### config.mk
export PLATFORM = sky130hd
export DESIGN_NAME = sound_env_len_ctrl
export DESIGN_NICKNAME = d
export VERILOG_FILES = /design/src/rtl/sound_env_len_ctrl_pkg.sv /design/src/rtl/sound_vol_envelope.sv /design/src/rtl/sound_env_len_ctrl.sv
export SDC_FILE = /design/constraint.sdc
export NUM_CORES = 1
export LEC_CHECK = 0
export CELL_PAD_IN_SITES_DETAIL_PLACEMENT = 1
export CELL_PAD_IN_SITES_GLOBAL_PLACEMENT = 2
export CORE_MARGIN = 8
export CORE_UTILIZATION = 30
export CTS_CLUSTER_SIZE = 40
export DETAILED_ROUTE_END_ITERATION = 6
export PLACE_DENSITY = 0.91
export SYNTH_ARGS = -nofsm -noshare
export SYNTH_HDL_FRONTEND = slang
export SYNTH_SLANG_ARGS = --single-unit
### constraint.sdc
create_clock -name clk -period 4.4 [get_ports clk]
set_input_delay 0.66 -clock clk [delete_from_list [all_inputs] [get_ports clk]]
set_output_delay 0.66 -clock clk [all_outputs]
set_load 0.05 [all_outputs]
### src/rtl/sound_env_len_ctrl_pkg.sv
// Purpose: shared sound-channel constants, FSM encoding and volume-step helper.
// Latency: n/a (package only).
// Backpressure: n/a (package only).
package sound_env_len_ctrl_pkg;

    // Envelope volume limits (4-bit DAC volume)
    localparam logic [3:0] VOL_MAX = 4'hF;
    localparam logic [3:0] VOL_MIN = 4'h0;

    // Length field widths: pulse/noise channels vs. the wave channel
    localparam int LEN_BITS_PULSE = 6;
    localparam int LEN_BITS_WAVE  = 8;

    // Channel FSM encoding
    localparam logic [0:0] ST_OFF = 1'b0;
    localparam logic [0:0] ST_RUN = 1'b1;

    // One envelope step in the requested direction, clamped at the rails.
    function automatic logic [3:0] vol_step(input logic [3:0] vol, input logic inc);
        logic [3:0] nxt;
        nxt = vol;
        if (inc) begin
            if (vol != VOL_MAX) begin
                nxt = vol + 4'd1;
            end
        end else begin
            if (vol != VOL_MIN) begin
                nxt = vol - 4'd1;
            end
        end
        return nxt;
    endfunction

    // DAC is powered unless the start volume is 0 with a downward envelope.
    function automatic logic dac_is_on(input logic [3:0] initial_vol, input logic env_inc);
        return !((initial_vol == VOL_MIN) && !env_inc);
    endfunction

endpackage

### src/rtl/sound_vol_envelope.sv
// Purpose: volume envelope stepper (sweep period counter + saturating volume).
// Latency: load/tick sampled in cycle N update target_vol in cycle N+1.
// Backpressure: none; load and tick are single-cycle pulses consumed on arrival.
//
// Ports:
//   clk, rst      clock and asynchronous active-high reset
//   load          restart: env_cnt <= env_sweeps, target_vol <= initial_vol
//   tick          64 Hz frame-sequencer pulse
//   run           channel is in RUN; ticks are ignored otherwise
//   initial_vol   volume loaded on restart
//   env_inc       step direction (1 up, 0 down)
//   env_sweeps    step period in ticks; 0 disables stepping
//   target_vol    current envelope volume
module sound_vol_envelope
    import sound_env_len_ctrl_pkg::*;
(
    input  logic       clk,
    input  logic       rst,
    input  logic       load,
    input  logic       tick,
    input  logic       run,
    input  logic [3:0] initial_vol,
    input  logic       env_inc,
    input  logic [2:0] env_sweeps,
    output logic [3:0] target_vol
);

    logic [2:0] env_cnt;
    logic       step_en;

    // Stepping only happens while running with a non-zero period.
    assign step_en = tick && run && (env_sweeps != 3'd0);

    always_ff @(posedge clk or posedge rst) begin
        if (rst) begin
            env_cnt    <= 3'd0;
            target_vol <= VOL_MIN;
        end else if (load) begin
            // Restart wins over a same-cycle tick.
            env_cnt    <= env_sweeps;
            target_vol <= initial_vol;
        end else if (step_en) begin
            if (env_cnt <= 3'd1) begin
                // Reload reads env_sweeps live, so a mid-run period change
                // takes effect here rather than immediately.
                env_cnt    <= env_sweeps;
                target_vol <= vol_step(target_vol, env_inc);
            end else begin
                env_cnt <= env_cnt - 3'd1;
            end
        end
    end

endmodule

### src/rtl/sound_env_len_ctrl.sv
// Purpose: per-channel enable/length/envelope sequencer feeding the mixer.
// Latency: start/len_tick/env_tick sampled in cycle N affect outputs in cycle N+1.
// Backpressure: none; all inputs are single-cycle pulses/levels consumed on arrival.
//
// Ports:
//   clk, rst      clock and asynchronous active-high reset
//   start         trigger pulse (NRx4 bit 7 write)
//   len_tick      256 Hz length-counter pulse
//   env_tick      64 Hz envelope pulse
//   single        length enable; stop channel when length expires
//   length        length load field; counter loads 2^LEN_BITS - length
//   initial_vol   envelope start volume
//   env_inc       envelope direction
//   env_sweeps    envelope period (0 = no stepping)
//   enable        channel active
//   target_vol    current envelope volume
//   len_left      remaining length count
module sound_env_len_ctrl
    import sound_env_len_ctrl_pkg::*;
#(
    parameter int LEN_BITS = LEN_BITS_PULSE
) (
    input  logic                clk,
    input  logic                rst,
    input  logic                start,
    input  logic                len_tick,
    input  logic                env_tick,
    input  logic                single,
    input  logic [LEN_BITS-1:0] length,
    input  logic [3:0]          initial_vol,
    input  logic                env_inc,
    input  logic [2:0]          env_sweeps,
    output logic                enable,
    output logic [3:0]          target_vol,
    output logic [LEN_BITS:0]   len_left
);

    localparam logic [LEN_BITS:0] LEN_FULL = {1'b1, {LEN_BITS{1'b0}}};
    localparam logic [LEN_BITS:0] LEN_ONE  = {{LEN_BITS{1'b0}}, 1'b1};
    localparam logic [LEN_BITS:0] LEN_ZERO = '0;

    logic [0:0]        state;
    logic              dac_on;
    logic              running;
    logic [LEN_BITS:0] len_load;

    assign dac_on   = dac_is_on(initial_vol, env_inc);
    assign running  = (state == ST_RUN);
    // length==0 yields the full 2^LEN_BITS count.
    assign len_load = LEN_FULL - {1'b0, length};

    // enable is the state register itself, so it is already registered.
    assign enable = running;

    // FSM and length counter. start takes priority over len_tick.
    always_ff @(posedge clk or posedge rst) begin
        if (rst) begin
            state    <= ST_OFF;
            len_left <= LEN_ZERO;
        end else if (start) begin
            len_left <= len_load;
            state    <= dac_on ? ST_RUN : ST_OFF;
        end else if (running && single && len_tick) begin
            if (len_left == LEN_ONE) begin
                len_left <= LEN_ZERO;
                state    <= ST_OFF;
            end else if (len_left != LEN_ZERO) begin
                len_left <= len_left - LEN_ONE;
            end
        end
    end

    // The envelope sees the pre-edge state, so a step still lands in the
    // same cycle that length expiry turns the channel off.
    sound_vol_envelope u_env (
        .clk         (clk),
        .rst         (rst),
        .load        (start),
        .tick        (env_tick),
        .run         (running),
        .initial_vol (initial_vol),
        .env_inc     (env_inc),
        .env_sweeps  (env_sweeps),
        .target_vol  (target_vol)
    );

endmodule

### Word-level counts from Yosys, hierarchy flattened

Index checks and enable logic that the tools add are counted.

| storage, ports and cells | value |
|---|---|
| flip-flop bits (word level) | 15 |
| input port bits | 20 |
| output and inout port bits | 12 |
| word-level logic and storage cells | 49 |

| operators by class | value |
|---|---|
| add/sub/neg operators | 5 |
| $lt $le $gt $ge | 1 |
| equality and inequality tests | 3 |
| muxes and demuxes | 17 |
| reduce and logical (&&, ||, !) cells | 19 |

Operators with widths:

| kind | count |
|---|---|
| 2-to-1 mux 7 bit | 4 |
| 2-to-1 mux 4 bit | 6 |
| 2-to-1 mux 3 bit | 3 |
| nonzero test 3 bit | 3 |
| nonzero test 2 bit | 4 |
| equality test 7 x 1 -> 1 bit, second input constant | 1 |
| nonzero test 7 bit | 1 |
| subtractor 7 x 1 -> 7 bit, second input constant | 1 |
| subtractor 7 x 6 -> 7 bit, first input constant | 1 |
| logical AND 1 bit | 5 |
| adder 4 x 1 -> 4 bit, second input constant | 1 |
| zero test 4 bit | 1 |
| 2-to-1 mux 1 bit | 4 |
| != test 4 bit, second input constant | 1 |
| AND reduction 2 bit | 2 |
| AND reduction 4 bit | 1 |
| nonzero test 4 bit | 1 |
| subtractor 4 x 1 -> 4 bit, second input constant | 1 |
| <= comparator 3 x 1 -> 1 bit, second input constant | 1 |
| != test 3 x 2 -> 1 bit, second input constant | 1 |
| subtractor 3 x 1 -> 3 bit, second input constant | 1 |
| zero test 1 bit | 1 |

### Longest topological paths before layout

| logic depth | value |
|---|---|
| word-level depth | 6 |
| mapped depth | 6 |

### By module

Synthesis repeated with hierarchy kept, for this count alone.

| unflattened totals | value |
|---|---|
| cells, all modules | 135 |
| area total of the unflattened synthesis | 1236.2 µm² |

By module, submodules not included:

| module | instances | cells an instance | area each (µm²) |
|---|---|---|---|
| sound_env_len_ctrl | 1 | 70 | 618.1 |
| sound_vol_envelope | 1 | 65 | 618.1 |

### Worst setup path before layout

No wires, ideal clock.

| path | value |
|---|---|
| kind | register to register |
| start | reg len_left[2] |
| end | reg len_left[1] |
| data arrival time | 1.852 ns |
| data required time | 4.275 ns |
| slack | 2.423 ns |
| stages on the path, launching flop included | 5 |
| path buffers | 0 |
| clock period less this slack | 1.977 ns |
| cell sequence | dfrtp_1 or4_4 o41ai_4 mux2i_1 mux2_4 |

| between the ends | value |
|---|---|
| cells in the longest elaborated chain, start to end | 4 |
| elaborated cells on any way between the ends | 7 |
| classes of those cells | eq/ne (1); mux (3); reduce/logical (3) |

RTL lines:

| element | line | RTL |
|---|---|---|
| start, declared | sound_env_len_ctrl.sv:35 | `output logic [LEN_BITS:0] len_left` |
| start signal, assigned | sound_env_len_ctrl.sv:61 | `len_left <= len_load;` |
| start signal, assigned | sound_env_len_ctrl.sv:68 | `len_left <= len_left - LEN_ONE;` |
| equality test 7 x 1 -> 1 bit | sound_env_len_ctrl.sv:64 | `if (len_left == LEN_ONE) begin` |
| 2-to-1 mux 7 bit | sound_env_len_ctrl.sv:64 |  |
| 2-to-1 mux 7 bit | sound_env_len_ctrl.sv:63 | `end else if (running && single && len_tick) begin` |
| 2-to-1 mux 7 bit | sound_env_len_ctrl.sv:60 | `end else if (start) begin` |

Several ways; a longest one is shown, not always the timed one. The select of a mux whose other input is x is not followed.
A chain may end at the register's enable or synchronous reset.

### Final worst setup path

| path | value |
|---|---|
| start | in start |
| end | reg u_env.env_cnt[1] |

| between the ends | value |
|---|---|
| cells in the longest elaborated chain, start to end | 1 |
| elaborated cells on any way between the ends | 2 |
| classes of those cells | mux (1); reduce/logical (1) |

RTL lines:

| element | line | RTL |
|---|---|---|
| start, declared | sound_env_len_ctrl.sv:25 | `input logic start,` |
| 2-to-1 mux 3 bit or nonzero test 2 bit (tied branches) | -- |  |
| end signal, assigned | sound_vol_envelope.sv:40 | `env_cnt <= env_sweeps;` |
| end signal, assigned | sound_vol_envelope.sv:46 | `env_cnt <= env_sweeps;` |
| end signal, assigned | sound_vol_envelope.sv:49 | `env_cnt <= env_cnt - 3'd1;` |
| end, declared | sound_vol_envelope.sv:28 | `logic [2:0] env_cnt;` |

Several ways; a longest one is shown, not always the timed one.

==> results.py <==
metrics = {
    "synth": {
        "yosys.area.top_type": "dfrtp_1",
        "yosysSeqAreaShare_pct": 31.3,
        "ys_top_cells_by_area": "dfrtp_1 (31%), ha_1 (7.3%), o21ai_0 (4.6%)",
        "syn-num-nets": 167,
        "synth_edf_count": 0,
        "synth.cell_area_um2": 1200,
        "synthDistinctLibCells": 38,
        "synth_top_area_share_pct": 31.3,
        "asyncSetResetFlopFracSynth_pct": 100,
        "synth_area_per_cell_um2": 8.63,
        "ys_warn_count": 0,
        "synth_ff_type": "dfrtp_1",
        "syn_inst": 139,
        "ys_ff_latch": 15,
    },
    "final_layout": {
        "fillers": 465,
        "fin_nets": 200,
        "postLayoutCoreUtil_pct": 41.0,
        "syn_to_final_growth_pct": 33.9,
        "antenna_cells": 0,
        "drive_gt1_share_pct": 5.85,
    },
    "drt": {
        "ant_nets": 0,
        "drt_first_pass_iters": 4,
        "num_vias": 1179,
        "drc": 0,
        "post_drt_wl_per_cell_um": 16.3,
        "drtIter0Drc": 30,
        "routed_wl_um": 3600,
        "avgViaCountPerCell": 5.33,
    },
    "sta": {
        "tightest_slew_ns": 0.718,
        "hold_ws_ns": 0.580,
        "period_share_pct": 58.4,
        "fin_skew_ns": 0.00192,
        "setup_violations": 0,
        "tns_ns": 0,
        "slew_viol_final": 0,
        "hold_violations": 0,
        "max_freq_mhz": 389,
        "slew-limit-headroom_pct": 51.7,
        "min_period_ns": 2.57,
        "rsz0062_at_grt": "no",
    },
    "worst_setup_path": {
        "critical_path_class": "in -> reg",
        "path_max_fanout": 18,
        "max_stage_delay_ns": 0.70,
        "critPathSlowestCell": "clkdlybuf4s50_1",
        "required_ns": 4.56,
        "path_cells": "clkdlybuf4s50_1 > inv_1 > o21ai_0 > or2_2 > a31oi_1",
        "cp-end-kind": "flop",
        "reg2reg_slack_ns": 2.54,
        "arrival_ns": 2.73,
        "critPathLaunchType": "primary input",
    },
    "global_routing": {
        "antenna_found_initial": 0,
        "gr-usage-met3_pct": 2.71,
        "grt_pass1_wl_um": 5730,
        "busiest_layer": "met2",
        "grtUsageMet2_pct": 19.1,
        "grt_util_met1_pct": 13.1,
        "overflow": 0,
        "grt_pass1_vias": 1239,
        "track_usage_pct": 11.4,
        "grt_max_degree": 19,
    },
    "floorplan": {
        "num_io_pins": 32,
        "die_x_um": 79.2,
        "die-area_um2": 6280,
        "rows": 23,
        "initial_core_util_pct": 30.7,
        "design.core.area_um2": 3910,
        "die_height_um": 79.2,
    },
    "pwr": {
        "ir_drop_v": 0.000148,
        "p_sw_mw": 0.219,
        "internal_power_mw": 0.323,
        "power.total_mw": 0.542,
        "p_leak_nw": 0.663,
        "p_per_area_nw_per_um2": 337,
        "pwr-share-clk_pct": 20.4,
        "power_frac_seq_pct": 36.3,
        "switching_share_pct": 40.5,
        "combPwrFrac_pct": 43.3,
    },
    "place": {
        "port_buffers": 31,
        "post-dp-hpwl_um": 2920,
        "place.gp.congestion": 0.849,
    },
    "cts": {
        "tritoncts": "done",
        "clock-sinks": 15,
        "clk_latency_ns": 0.24,
        "h-tree-depth": 1,
        "cts_resized": 0,
        "root_buffer": "clkbuf_8",
        "post-cts-setup-buffers": 0,
        "hold_buffers": 0,
        "clock_path_buffers": 2,
        "path_clk_slew_ns": 0.06,
        "cts_made_buffers": 3,
    },
    "min_path": {
        "hold_path_class": "reg -> reg",
    },
    "run": {
        "maxCapViolCount": 0,
    },
    "status": {
        "status": "finished clean",
    },
}
-- routing by layer --
| layer | routed length (µm) | vias to the layer above |
|---|---|---|
| li1 | - | 576 |
| met1 | 1630 | 569 |
| met2 | 1690 | 28 |
| met3 | 195 | 6 |
| met4 | 86 | 0 |
| met5 | 0 | - |
-- layout by cell type (no fill, tap or decap), types with 2 or more instances in the layout --
master            n
o311ai_0          3
o211ai_1          3
nor3_1            6
a22o_1            2
clkbuf_8          3
and3_1            4
nor2_1            8
ha_1              7
o21ai_0          11
a31oi_1           4
mux2i_1           5
clkdlybuf4s50_1  31
a21oi_1           4
nand2_1          14
or4_1             2
nor4_1            2
xnor2_1           5
inv_1            13
or3_1             2
nand3_1           7
dfrtp_1          15
mux2_2            2
-- critical path, delay by kind of cell --
| kind | cells | cell delay [ns] |
|---|---|---|
| buffers and inverters | 2 | 1.18 |
| AOI/OAI and AO/OA | 2 | 0.51 |
| and+or+nand+nor | 1 | 0.37 |
-- cell families (layout without fill, tap and decap cells) --
logic type,Yosys count,after routing,share of synthesized area [%]
xor gates and xnor gates,5,5,3.65
AOI/OAI and AO/OA,34,34,20.8
and+or+nand+nor,53,53,23.0
buffers and inverters,16,48,5.01
adders and majority gates,8,8,8.97
DFF,15,15,31.3
muxes,8,8,7.30
-- layout make-up --
class | instances | area, µm² | share of cell area, %
repair buffers | 31 | 310 | 19.3
multi-input cells | 108 | 764 | 47.6
clock buffers | 4 | 45.0 | 2.80
flip-flops and latches | 15 | 375 | 23.4
inverters | 13 | 48.8 | 3.04
well taps | 50 | 62.6 | 3.89
-- synthesized netlist by cell type (4+ instances only) --
cell type and count:
ha_1 7, a31oi_1 4, and3_1 4, a21oi_1 4, nor3_1 6, nand2_1 14
nor2_1 8, mux2i_1 5, nand3_1 7, xnor2_1 5, o21ai_0 11, inv_1 13
dfrtp_1 15
-- registers in the layout, indices dropped and copies added (netlist names) --
name              count
len_left              7
u_env.env_cnt         3
enable                1
u_env.target_vol      4
-- worst paths after layout --
check / start / cells past startpoint / end
max: start / 5 / u_env.env_cnt[1]
min: u_env.env_cnt[2] / 2 / u_env.env_cnt[2]
max reg2reg: len_left[2] / 4 / len_left[1]
min reg2reg: u_env.env_cnt[2] / 2 / u_env.env_cnt[2]
max in group asynchronous: rst / 2 / len_left[0]
min in group asynchronous: rst / 2 / enable
-- power groups by stage --
stage | Sequential, mW | Clock [mW] | Combinational, mW
2_1_floorplan | 0.238 | 0 | 0.108
4_1_cts | 0.197 | 0.115 | 0.237
3_3_place_gp | 0.198 | 0 | 0.228
5_1_grt | 0.201 | 0.121 | 0.257
6_report | 0.197 | 0.111 | 0.234
3_5_place_dp | 0.199 | 0 | 0.236
-- through the flow --
| step | instance area, µm² | setup WS, ns | std cells |
|---|---|---|---|
| floorplan | 1200 | 2.42 | 139 |
| global placement | 1560 | 1.75 | 217 |
| detailed placement | 1560 | 1.60 | 217 |
| CTS | 1610 | 1.86 | 221 |
| global route | 1610 | 1.68 | 221 |
| finish | 1610 | 1.83 | 221 |
No activity file was read; power rests on OpenSTA's default activity.
